### config.mk
export PLATFORM = sky130hd
export DESIGN_NAME = vm2002_change_dispenser
export DESIGN_NICKNAME = d
export VERILOG_FILES = /design/src/rtl/vm2002_change_dispenser.sv
export SDC_FILE = /design/constraint.sdc
export NUM_CORES = 1
export LEC_CHECK = 0
export CAP_MARGIN = 20
export CORE_ASPECT_RATIO = 0.8
export CORE_MARGIN = 2
export CORE_UTILIZATION = 54
export DETAILED_ROUTE_END_ITERATION = 6
export PLACE_DENSITY = 0.83
export SLEW_MARGIN = 25
export SYNTH_ARGS = -nofsm -noshare
export SYNTH_HDL_FRONTEND = slang
export SYNTH_SLANG_ARGS = --single-unit
### constraint.sdc
create_clock -name clk -period 6.8 [get_ports clk]
set_input_delay 0.68 -clock clk [delete_from_list [all_inputs] [get_ports clk]]
set_output_delay 0.68 -clock clk [all_outputs]
set_load 0.005 [all_outputs]
### src/rtl/vm2002_change_dispenser.sv
`default_nettype none
// ============================================================================
// Module      : vm2002_change_dispenser
// Description : Change-return engine for the vm2002 vending machine. Latches
//               the balance on a refund request and pays it out greedily as
//               quarters, dimes and nickels, limited by per-denomination coin
//               stock, over a valid/ack hopper handshake. Restocked through a
//               fill port; reports any unpaid remainder.
// Revision    : 1.0 - initial release
// ============================================================================
module vm2002_change_dispenser #(
    parameter int MAX_STOCK = 255
) (
    input  logic        clk,
    input  logic        rst,
    input  logic        refund_req,
    input  logic [15:0] balance,
    output logic [1:0]  coin_out,
    output logic        coin_valid,
    input  logic        coin_ack,
    input  logic        fill_valid,
    input  logic [1:0]  fill_coin,
    input  logic [7:0]  fill_count,
    output logic        busy,
    output logic        done,
    output logic        short,
    output logic [15:0] remainder,
    output logic [7:0]  stock_q,
    output logic [7:0]  stock_d,
    output logic [7:0]  stock_n
);

    // ------------------------------------------------------------------------
    // Coin encodings and values
    // ------------------------------------------------------------------------
    localparam logic [1:0]  C_COIN_NONE = 2'b00;
    localparam logic [1:0]  C_COIN_N    = 2'b01;
    localparam logic [1:0]  C_COIN_D    = 2'b10;
    localparam logic [1:0]  C_COIN_Q    = 2'b11;

    localparam logic [15:0] C_VAL_N     = 16'd5;
    localparam logic [15:0] C_VAL_D     = 16'd10;
    localparam logic [15:0] C_VAL_Q     = 16'd25;

    // Saturation ceiling; the stock counters are 8 bits wide.
    localparam logic [7:0]  C_MAX_STOCK = 8'(MAX_STOCK);

    // ------------------------------------------------------------------------
    // Payout state machine encoding
    // ------------------------------------------------------------------------
    typedef enum logic [1:0] {
        S_IDLE   = 2'd0,
        S_SELECT = 2'd1,
        S_ISSUE  = 2'd2,
        S_DONE   = 2'd3
    } state_t;

    state_t     r_state;

    logic [1:0] w_sel_coin;
    logic       w_fill_en;
    logic       w_xfer;

    // Value in cents of an encoded coin.
    function automatic logic [15:0] coin_value(input logic [1:0] coin);
        logic [15:0] val;
        case (coin)
            C_COIN_Q: val = C_VAL_Q;
            C_COIN_D: val = C_VAL_D;
            C_COIN_N: val = C_VAL_N;
            default:  val = 16'd0;
        endcase
        return val;
    endfunction

    // Add a fill count to a stock, widened to 9 bits so the carry is seen,
    // then clamp at the stock ceiling.
    function automatic logic [7:0] sat_add(input logic [7:0] stock,
                                           input logic [7:0] count);
        logic [8:0] sum;
        sum = {1'b0, stock} + {1'b0, count};
        if (sum > {1'b0, C_MAX_STOCK}) begin
            return C_MAX_STOCK;
        end
        return sum[7:0];
    endfunction

    // Fill is only honoured while no payout is running, so it can never
    // collide with a stock decrement from a transfer.
    assign w_fill_en = fill_valid && !busy;

    // A coin leaves the machine when the hopper acks a presented coin.
    assign w_xfer    = coin_valid && coin_ack;

    // Greedy choice: largest coin that fits in the remainder and is in stock.
    always_comb begin
        w_sel_coin = C_COIN_NONE;
        if ((remainder >= C_VAL_Q) && (stock_q != 8'd0)) begin
            w_sel_coin = C_COIN_Q;
        end else if ((remainder >= C_VAL_D) && (stock_d != 8'd0)) begin
            w_sel_coin = C_COIN_D;
        end else if ((remainder >= C_VAL_N) && (stock_n != 8'd0)) begin
            w_sel_coin = C_COIN_N;
        end
    end

    // Payout sequencer with registered handshake and status outputs.
    always_ff @(posedge clk) begin
        if (!rst) begin
            r_state    <= S_IDLE;
            coin_out   <= C_COIN_NONE;
            coin_valid <= 1'b0;
            busy       <= 1'b0;
            done       <= 1'b0;
            short      <= 1'b0;
            remainder  <= 16'd0;
        end else begin
            done <= 1'b0;
            case (r_state)
                S_IDLE: begin
                    if (refund_req) begin
                        remainder <= balance;
                        short     <= 1'b0;
                        busy      <= 1'b1;
                        r_state   <= S_SELECT;
                    end
                end

                S_SELECT: begin
                    if (w_sel_coin != C_COIN_NONE) begin
                        coin_out   <= w_sel_coin;
                        coin_valid <= 1'b1;
                        r_state    <= S_ISSUE;
                    end else begin
                        // Nothing more can be paid: busy falls together with
                        // the done pulse, and short is already valid with it.
                        done    <= 1'b1;
                        busy    <= 1'b0;
                        short   <= (remainder != 16'd0);
                        r_state <= S_DONE;
                    end
                end

                S_ISSUE: begin
                    // coin_out/coin_valid hold for as long as the hopper stalls.
                    if (coin_ack) begin
                        remainder  <= remainder - coin_value(coin_out);
                        coin_out   <= C_COIN_NONE;
                        coin_valid <= 1'b0;
                        r_state    <= S_SELECT;
                    end
                end

                S_DONE: begin
                    r_state <= S_IDLE;
                end

                default: begin
                    r_state <= S_IDLE;
                end
            endcase
        end
    end

    // Coin stock counters: saturating restock when idle, decrement per coin paid.
    always_ff @(posedge clk) begin
        if (!rst) begin
            stock_q <= 8'd0;
            stock_d <= 8'd0;
            stock_n <= 8'd0;
        end else if (w_fill_en) begin
            case (fill_coin)
                C_COIN_Q: stock_q <= sat_add(stock_q, fill_count);
                C_COIN_D: stock_d <= sat_add(stock_d, fill_count);
                C_COIN_N: stock_n <= sat_add(stock_n, fill_count);
                default:  ;
            endcase
        end else if (w_xfer) begin
            case (coin_out)
                C_COIN_Q: stock_q <= stock_q - 8'd1;
                C_COIN_D: stock_d <= stock_d - 8'd1;
                C_COIN_N: stock_n <= stock_n - 8'd1;
                default:  ;
            endcase
        end
    end

endmodule
`default_nettype wire

==> out/qor.csv <==
metric,value,unit
status,finished clean,
layout cells sized above 1,0.03454,
Core ar.,7287,sq um
largest net degree at the start of global routing,55,
required time worst endpoint,6.99,ns
Cells after Synth,514,
Die H,80.89,um
"non-filler cells, final",669,
Tcrit/Tclk final,0.4453,
Antenna Nets Post-Route,0,
Max-Cap Viols,0,
Yosys Warn Count,0,
prevailing post-synth register cell,dfxtp_1,
WL/cell,17.93,um
Crit. End Element,flip-flop,
Bufs on Longest Clock Path,2,
first-pass GRT wire length,18980,um
most frequent cell after synthesis,nand2_1,
Min Hold Slack,0.4914,ns
Lkg Pwr,1.957,nW
cell family contributing the most delay on the critical path,compound AO/OA/AOI/OAI gates,
HPWL Detailed,8948,um
critical path cell sequence,"clkdlybuf4s50_1, ha_1, fa_1, a21o_1, a21oi_1, o21ai_1, a311o_1, nor2_1, a211oi_1",
Clock transition at path regs,0.09,ns
met3 WL,1111,um
I/O pins,77,
Final Skew,0.006554,ns
setup total negative slack,0,ns
DR vias/cell,6.445,
DR iter-0 viols,383,
part of the Yosys area used for sequential elements,0.2408,
Synth cell types,63,
synthesized cell area,3990,sq um
Final Hold Vio Count,0,
largest area contributor in the netlist,dfxtp_1,
total global routing track utilization,0.2953,
RePlAce Congestion,0.9366,
clk_lat worst skew,0.31,ns
FILL cells,621,
ys async rst share,0,
Routed met2 length,5321,um
crit path max-delay cell type,clkdlybuf4s50_1,
sum of routed wire length over all layers,11990,um
CP max stage delay,0.50,ns
Antenna Cells,0,
placed insts,662,
DRC viols,0,
launching element type of the critical path,input pin,
share of the synthesized area in the top cell type,0.2408,
RSZ-0062 raised after global routing,no,
CTS Hold Buffers Added,0,
clk sink count,48,
Vias,4312,
Die Span X,100.1,um
H-tree depth,2,
Root Buffer,clkbuf_8,
Core Rows,28,
pwr dens,194.6,nW/um^2
die footprint,8097,sq um
M1 WL,5339,um
number of global-route vias before repair,3812,
Hold Crit Class,reg2reg,
total CTS buffers,5,
top layer in use,met4,
"Buf+Inv Stages, Crit Path",1,
TritonCTS clock tree,built,
"Setup Fix Bufs, Post-CTS",0,
number of flops mapped to enable cells by yosys,0,
Rel. slew slack,0.4380,
top post-synthesis cells by count,"nand2_1 (50), dfxtp_1 (48), nor2_1 (46)",
Layout area overhead,22.39,%
VDD IR max,0.09231,mV
Initial Util,0.5476,
post-layout net count,649,
antenna violations before repair,0,
most area-consuming cells after synthesis,"dfxtp_1 (24%), ha_1 (11%), a21oi_1 (5.6%)",
WS Path Type,in2reg,
Port Buffers,76,
"Avg Cell Area, Syn",7.763,sq um
crit path max fanout,5,
minimum clock period,3.028,ns
post-cts sizing count,0,
"FF+latch count, synth",48,
syn nets,584,
"Slew Viols, Final",0,
1st-pass router iterations,5,
final global-route overflow total,0,
Max Freq,330.2,MHz
Final setup viols,0,
Worst Path Arrival,3.22,ns
Worst-Margin Slew,0.8413,ns
==> metal layers <==
metal	GRT usage	up-vias
met5	0	-
met1	0.4198	2006
met3	0.05766	26
met2	0.4581	234
li1	-	2046
met4	0.08219	0
==> path summary, 6_finish.rpt <==
kind	slack, ns	end	depth (start not counted)	startpoint
setup / recovery	3.77	stock_q[3]$_SDFFE_PN0P_	9	fill_count[0]
hold / removal	0.49	short$_SDFFE_PN0P_	2	short$_SDFFE_PN0P_
setup reg to reg	4.26	stock_q[3]$_SDFFE_PN0P_	8	stock_q[0]$_SDFFE_PN0P_
hold reg to reg	0.49	short$_SDFFE_PN0P_	2	short$_SDFFE_PN0P_
==> power breakdown <==
group | leakage [nW] | internal (W) | switching (W) | total, W
logic | 1.52 | 0.000192 | 0.000230 | 0.000422
clock network | 0.0410 | 0.0000703 | 0.000101 | 0.000171
registers | 0.393 | 0.000308 | 0.0000488 | 0.000357
==> layout by cell type (no fill, tap or decap), types with 5 or more instances in the layout <==
cell type        instances
a21boi_1                 5
o21ai_1                  6
o21ai_0                 27
a21o_1                  10
clkbuf_8                 5
o221ai_1                 6
a21oi_1                 44
o211ai_1                16
nor4_1                   7
xnor2_1                 10
ha_1                    35
nor2_1                  46
o21a_1                   9
nor3_1                  20
nand3_1                 22
nor2b_1                  8
nand2_1                 50
a211oi_1                10
xor2_1                   7
clkdlybuf4s50_1         76
nand2b_1                15
dfxtp_1                 48
inv_1                   15
==> state kept, by name, indices dropped and copies added, names as in the netlist <==
register    flops
stock_d         8
coin_out        2
busy            1
coin_valid      1
remainder      16
short           1
done            1
stock_n         8
r_state         2
stock_q         8
==> tightest hold or removal path: cells and delay by family (launching register included) <==
| family | cells | cell delay [ns] |
|---|---|---|
| AND/OR/NAND/NOR | 1 | 0.07 |
| flip-flops | 1 | 0.33 |
| AO/OA/AOI/OAI | 1 | 0.06 |
==> layout make-up <==
cell class              instances  area, sq um  share of cell area
clock buffers                   6        72.57             0.01486
clock inverters                 1        5.005            0.001025
inverters                      15        56.30             0.01153
multi-input cells             431         2900              0.5939
flip-flops and latches         48        960.9              0.1968
well taps                      90        112.6             0.02306
repair buffers                 78        775.7              0.1589
==> cell families (layout without fill, tap and decap cells) <==
kind of cell	Yosys count	after routing	share of synthesized area
AND/OR/NAND/NOR	198	198	0.2578
AO/OA/AOI/OAI	176	176	0.2979
flip-flops	48	48	0.2408
adder cells (fa/ha/maj)	39	39	0.1298
buffers and inverters	35	100	0.03386
XOR/XNOR	17	17	0.03732
multiplexers	1	1	0.002509
==> metrics by stage <==
step,cell area [sq um],total power [W],utilization,worst slack (ns)
floorplan,3990,0.0006278,-,4.199
global placement,4800,0.0007603,0.6587,3.526
detailed placement,4800,0.0007721,0.6587,3.485
CTS,4877,0.0009416,0.6693,3.793
global route,4883,0.001006,0.6702,3.606
finish,4883,0.0009503,0.6702,3.772
(Power assumes the default switching activity.)
